<file path="src/rtl/mac_pkg.sv">
// Shared constants, sequencer state encoding and lane packing helpers for the
// 8-lane signed int8 dot-product datapath.
package mac_pkg;
  localparam int LANES       = 8;
  localparam int IN_W        = 8;
  localparam int RES_W       = 19;
  localparam int MAC_LAT_DEF = 2;
  localparam int VEC_W       = LANES * IN_W;

  typedef enum logic [1:0] {IDLE, RUN, DRAIN, DONE} state_e;

  function automatic logic signed [IN_W-1:0] lane_get(input logic [VEC_W-1:0] vec,
                                                      input int unsigned k);
    return vec[k*IN_W +: IN_W];
  endfunction

  function automatic logic [VEC_W-1:0] lane_put(input logic [VEC_W-1:0] vec,
                                                input int unsigned k,
                                                input logic [IN_W-1:0] val);
    logic [VEC_W-1:0] r_vec;
    r_vec = vec;
    r_vec[k*IN_W +: IN_W] = val;
    return r_vec;
  endfunction
endpackage

</file>
<file path="src/rtl/mac_sat_acc.sv">
// Wide signed accumulator for MAC partial sums: clear, add-enable, sign
// extension of the 19-bit input, clamp to the ACC_W range and sticky overflow.
module mac_sat_acc
  import mac_pkg::*;
#(
  parameter int ACC_W = 32
) (
  input  logic             i_clk,
  input  logic             i_nrst,
  input  logic             i_clr,
  input  logic             i_en,
  input  logic [RES_W-1:0] i_add,
  output logic [ACC_W-1:0] o_acc,
  output logic             o_ovf
);
  localparam logic [ACC_W-1:0] ACC_MAX = {1'b0, {(ACC_W-1){1'b1}}};
  localparam logic [ACC_W-1:0] ACC_MIN = {1'b1, {(ACC_W-1){1'b0}}};

  logic [ACC_W-1:0] r_acc;
  logic             r_ovf;
  logic [ACC_W:0]   w_sum;
  logic             w_ovf;

  // One guard bit: the two top bits disagree exactly when the true sum left range.
  assign w_sum = {r_acc[ACC_W-1], r_acc} + {{(ACC_W+1-RES_W){i_add[RES_W-1]}}, i_add};
  assign w_ovf = w_sum[ACC_W] ^ w_sum[ACC_W-1];

  always_ff @(posedge i_clk) begin
    if (!i_nrst || i_clr) begin
      r_acc <= '0;
      r_ovf <= 1'b0;
    end else if (i_en) begin
      if (w_ovf) begin
        r_acc <= w_sum[ACC_W] ? ACC_MIN : ACC_MAX;
        r_ovf <= 1'b1;
      end else begin
        r_acc <= w_sum[ACC_W-1:0];
      end
    end
  end

  assign o_acc = r_acc;
  assign o_ovf = r_ovf;
endmodule

</file>
<file path="src/rtl/mac_dot_seq.sv">
// Streams a command's worth of 8-lane operand beats into a fixed-latency MAC
// and accumulates the returned sums into one saturating dot-product result.
module mac_dot_seq
  import mac_pkg::*;
#(
  parameter int LEN_W   = 16,
  parameter int ACC_W   = 32,
  parameter int MAC_LAT = MAC_LAT_DEF
) (
  input  logic             i_clk,
  input  logic             i_nrst,
  input  logic             i_cmd_valid,
  output logic             o_cmd_ready,
  input  logic [LEN_W-1:0] i_cmd_len,
  input  logic             i_dat_valid,
  output logic             o_dat_ready,
  input  logic [VEC_W-1:0] i_dat_a,
  input  logic [VEC_W-1:0] i_dat_b,
  output logic [VEC_W-1:0] o_mac_a,
  output logic [VEC_W-1:0] o_mac_b,
  input  logic [RES_W-1:0] i_mac_res,
  output logic             o_res_valid,
  input  logic             i_res_ready,
  output logic [ACC_W-1:0] o_res,
  output logic             o_res_ovf
);
  state_e             r_state;
  state_e             w_state_next;
  logic [LEN_W-1:0]   r_rem;
  logic [MAC_LAT-1:0] r_vld_sr;
  logic               w_cmd_fire;
  logic               w_fire;
  logic [ACC_W-1:0]   w_acc;
  logic               w_ovf;

  assign w_cmd_fire = (r_state == IDLE) && i_cmd_valid;
  assign w_fire     = (r_state == RUN) && i_dat_valid;

  always_comb begin
    w_state_next = r_state;
    o_cmd_ready  = 1'b0;
    o_dat_ready  = 1'b0;
    o_res_valid  = 1'b0;
    case (r_state)
      IDLE: begin
        o_cmd_ready = 1'b1;
        if (i_cmd_valid) w_state_next = (i_cmd_len == '0) ? DONE : RUN;
      end
      RUN: begin
        o_dat_ready = 1'b1;
        if (w_fire && r_rem == LEN_W'(1)) w_state_next = DRAIN;
      end
      DRAIN: begin
        if (r_vld_sr == '0) w_state_next = DONE;
      end
      DONE: begin
        o_res_valid = 1'b1;
        if (i_res_ready) w_state_next = IDLE;
      end
      default: w_state_next = IDLE;
    endcase
  end

  // vld_sr tracks which MAC pipeline slots hold a real beat, so bubbles never reach the sum.
  always_ff @(posedge i_clk) begin
    if (!i_nrst) begin
      r_state  <= IDLE;
      r_rem    <= '0;
      r_vld_sr <= '0;
    end else begin
      r_state  <= w_state_next;
      r_vld_sr <= MAC_LAT'({r_vld_sr, w_fire});
      if (w_cmd_fire)  r_rem <= i_cmd_len;
      else if (w_fire) r_rem <= r_rem - LEN_W'(1);
    end
  end

  mac_sat_acc #(
    .ACC_W(ACC_W)
  ) u_acc (
    .i_clk (i_clk),
    .i_nrst(i_nrst),
    .i_clr (w_cmd_fire),
    .i_en  (r_vld_sr[MAC_LAT-1]),
    .i_add (i_mac_res),
    .o_acc (w_acc),
    .o_ovf (w_ovf)
  );

  assign o_mac_a   = w_fire ? i_dat_a : '0;
  assign o_mac_b   = w_fire ? i_dat_b : '0;
  assign o_res     = (r_state == DONE) ? w_acc : '0;
  assign o_res_ovf = (r_state == DONE) && w_ovf;
endmodule

</file>
<file path="config.mk">
export PLATFORM = sky130hd
export DESIGN_NAME = mac_dot_seq
export DESIGN_NICKNAME = d
export VERILOG_FILES = /design/src/rtl/mac_pkg.sv /design/src/rtl/mac_sat_acc.sv /design/src/rtl/mac_dot_seq.sv
export SDC_FILE = /design/constraint.sdc
export NUM_CORES = 1
export LEC_CHECK = 0
export CAP_MARGIN = 30
export CORE_AREA = 2 2 131 133
export DETAILED_ROUTE_END_ITERATION = 16
export DIE_AREA = 0 0 133 135
export DONT_BUFFER_PORTS = 1
export GPL_ROUTABILITY_DRIVEN = 0
export GPL_TIMING_DRIVEN = 0
export PLACE_DENSITY_LB_ADDON = 0.15
export SLEW_MARGIN = 15
export SYNTH_ARGS = -nofsm -noshare
export SYNTH_HDL_FRONTEND = slang
export SYNTH_SLANG_ARGS = --single-unit
</file>
<file path="constraint.sdc">
create_clock -name i_clk -period 8.44 [get_ports i_clk]
set_clock_uncertainty 0.15 [all_clocks]
set_input_delay 2.11 -clock i_clk [delete_from_list [all_inputs] [get_ports i_clk]]
set_output_delay 2.11 -clock i_clk [all_outputs]
set_load 0.02 [all_outputs]
</file>
==> results.cfg, run 1 <==
[sta]
drv_slew = 0
fmax_mhz = 179
worst_pin_slew_ns = 0.588
fin_ws_ns = 2.84
max_slew_margin = 0.607
rsz0062_at_grt = no
finalHoldViolCount = 0
fin_crit_ns = 5.60
min_period_over_period = 0.663
fin_tns_setup_ns = 0
setup_viol = 0

[status]
status = finished clean

[yosys]
synthDistinctLibCells = 61
synth_area_sq_mm = 0.00537
synth_cells = 736
ys_ff_latch = 53
async_flop_share = 0
syn_avg_cell_area_sq_um = 7.30
synth-edff-count = 0
synth_flop_cell = dfxtp_1
syn_nets = 943
yosysSeqAreaShare = 0.198
yosysWarnings = 0

[clock_network]
cts.clk_slew.worst_paths_ns = 0.08
worstSkewPairLatency_ns = 0.31
tritoncts = yes
clock-sinks = 53
cts_hold_buf = 0
h-tree-depth = 2
clock_path_buffers = 2
cts-root-buf = clkbuf_16
post_cts.repair.setup_buffers = 0
cts_resized = 0
cts_made_buffers = 5

[power_and_ir_drop]
p_leak_uw = 0.00277
irDropWorstVdd_v = 0.0000983
p_per_area_mw_per_mm2 = 211

[place]
dpl_cell_area_sq_mm = 0.00565
hpwl_microns = 25100
dp_cells = 956
portBuffers = 0
post-place-ws_ns = 2.92

[die]
rows = 47
core-area_sq_mm = 0.0164
dieWidth_microns = 133
start_util = 0.327
fp.dieArea_sq_mm = 0.0180
ioPinCount = 332
die_y_microns = 135

[detailed_routing]
drt-vias-per-instance = 6.15
drt_wl_total_microns = 29000
ant_nets = 0
wl_met2_microns = 12300
vias = 5957
met1_length_microns = 12100
dr_wl_met3_microns = 3930
routedWlPerCell_microns = 29.9
drt_first_pass_iters = 5
drtIter0Drc = 485
route.detailed.drc = 0
top_layer = met5

[min_path]
min_path_type = reg2reg

[critical_path]
cpPeakStageDelay_ns = 0.51
crit_type = in2out
crit_top_cell = clkbuf_1
end_kind = output pin
cp.arrival_ns = 3.34
cp-start-kind = input port
worstPathCellList = clkbuf_1 -> clkbuf_1 -> and3_1
rrSetupSlack_ns = 5.27
crit_fanout = 10
cp_num_buf_inv = 2
critPathRequiredTime_ns = 6.18
slowest_stage = and3_1
cp_top_family = buffers and inverters

[global_routing]
grt_max_degree = 16
grt_pass1_wl_microns = 39700
grt_pass1_vias = 5489
antenna_found_initial = 22
grt_overflow_total = 0
grtUsageTotal = 0.309

[layout]
instances_no_fill = 969
num-fill-cells = 1792
areaGrowthSynthToFinish_pct = 8.13
drive_above_1_share = 0.0538
layout_common_cells = 133 x and3_1, 72 x o21ai_0, 68 x a21oi_1, 53 x dfxtp_1, 44 x clkbuf_1
utilization = 0.354
fin_nets = 950
layout_commonest_cell = and3_1
final_cell_area_sq_mm = 0.00581

[run]
cap_violations = 0
## kinds of logic after synthesis
family / after synthesis / synth area share
AOI/OAI and AO/OA: 229 / 0.264
xor gates and xnor gates: 38 / 0.0655
adders and majority gates: 39 / 0.0923
buffers and inverters: 73 / 0.0575
DFF: 53 / 0.198
muxes: 2 / 0.00396
and+or+nand+nor: 302 / 0.319
## layout make-up
class                   instances  area (sq um)  area share
clock buffers                   6           139      0.0239
well taps                     220           275      0.0474
diodes                          6          15.0     0.00259
plain buffers                  58           253      0.0435
inverters                      15          56.3     0.00970
flip-flops and latches         53          1060       0.183
clock inverters                 1          7.51     0.00129
multi-input cells             610          4000       0.689
## synthesized netlist by cell type, drive strengths merged, types with 3 or more instances
cell / number / share of area
a211oi: 23 / 0.032
a21o: 19 / 0.027
a21oi: 74 / 0.075
and2: 36 / 0.042
and3: 133 / 0.15
and4: 3 / 0.0054
buf: 12 / 0.014
clkbuf: 46 / 0.033
dfxtp: 53 / 0.20
ha: 38 / 0.089
inv: 15 / 0.010
nand2: 35 / 0.024
nand2b: 6 / 0.0070
nand3: 4 / 0.0037
nand4: 8 / 0.0093
nor2: 41 / 0.029
nor2b: 4 / 0.0047
nor3: 10 / 0.0093
nor4: 7 / 0.0093
o2111ai: 3 / 0.0061
o211ai: 12 / 0.018
o21ai: 77 / 0.074
o21bai: 5 / 0.0070
or2: 3 / 0.0040
or3: 6 / 0.0070
xnor2: 22 / 0.039
xor2: 16 / 0.026
## state kept, by name, summed over array words and instances, names as in the netlist
| register | flops |
|---|---|
| u_acc.o_ovf | 1 |
| r_vld_sr | 2 |
| r_state | 2 |
| u_acc.o_acc | 32 |
| r_rem | 16 |
## power by group
group	total (uW)	internal, uW	leakage [uW]	switching [uW]
clock	223	117	0.0000690	106
combinational	678	183	0.00227	495
sequential	326	289	0.000432	37.1
## metal layers
| metal | vias up | GRT usage |
|---|---|---|
| met5 | - | 0 |
| met4 | 4 | 0.0633 |
| met3 | 59 | 0.159 |
| met2 | 365 | 0.471 |
| met1 | 2824 | 0.390 |
| li1 | 2705 | - |
## path summary, 6_finish.rpt
kind / start / endpoint / cells after the start
min reg2reg: u_acc.o_ovf / u_acc.o_ovf / 2
max reg2reg: u_acc.o_acc[0] / u_acc.o_acc[2] / 12
max: i_dat_valid / o_mac_b[6] / 3
min: u_acc.o_ovf / u_acc.o_ovf / 2
## stage by stage
| step | hold slack, ns | power [uW] |
|---|---|---|
| 3_5_place_dp | 0.310 | 994 |
| 6_report | 0.330 | 1230 |
| 4_1_cts | 0.325 | 1220 |
| 2_1_floorplan | 0.274 | 813 |
| 3_3_place_gp | 0.301 | 977 |
| 5_1_grt | 0.360 | 1290 |
## tightest hold or removal path, delay by kind of cell (launching register included)
kind	cells	cell delay, ns
AOI/OAI and AO/OA	1	0.06
DFF	1	0.31
buffers and inverters	1	0.07
Power figures use the tool's default switching activity.
==> inputs of run 2 (changes only) <==
==> constraint.sdc (replaced) <==
create_clock -name i_clk -period 5.5 [get_ports i_clk]
set_clock_uncertainty 0.15 [all_clocks]
set_input_delay 1.375 -clock i_clk [delete_from_list [all_inputs] [get_ports i_clk]]
set_output_delay 1.375 -clock i_clk [all_outputs]
set_load 0.02 [all_outputs]
==> results of run 2 <==
The final DEF is identical to that of run 1. Status: finished clean.
Among the figures that moved: setup slack after placement 2.92 ns -> 1.32 ns; setup slack after layout 2.84 ns -> 1.37 ns; register-to-register setup slack 5.27 ns -> 2.33 ns; total power 1230 uW -> 1880 uW; worst IR drop on VDD 0.0000983 V -> 0.000151 V
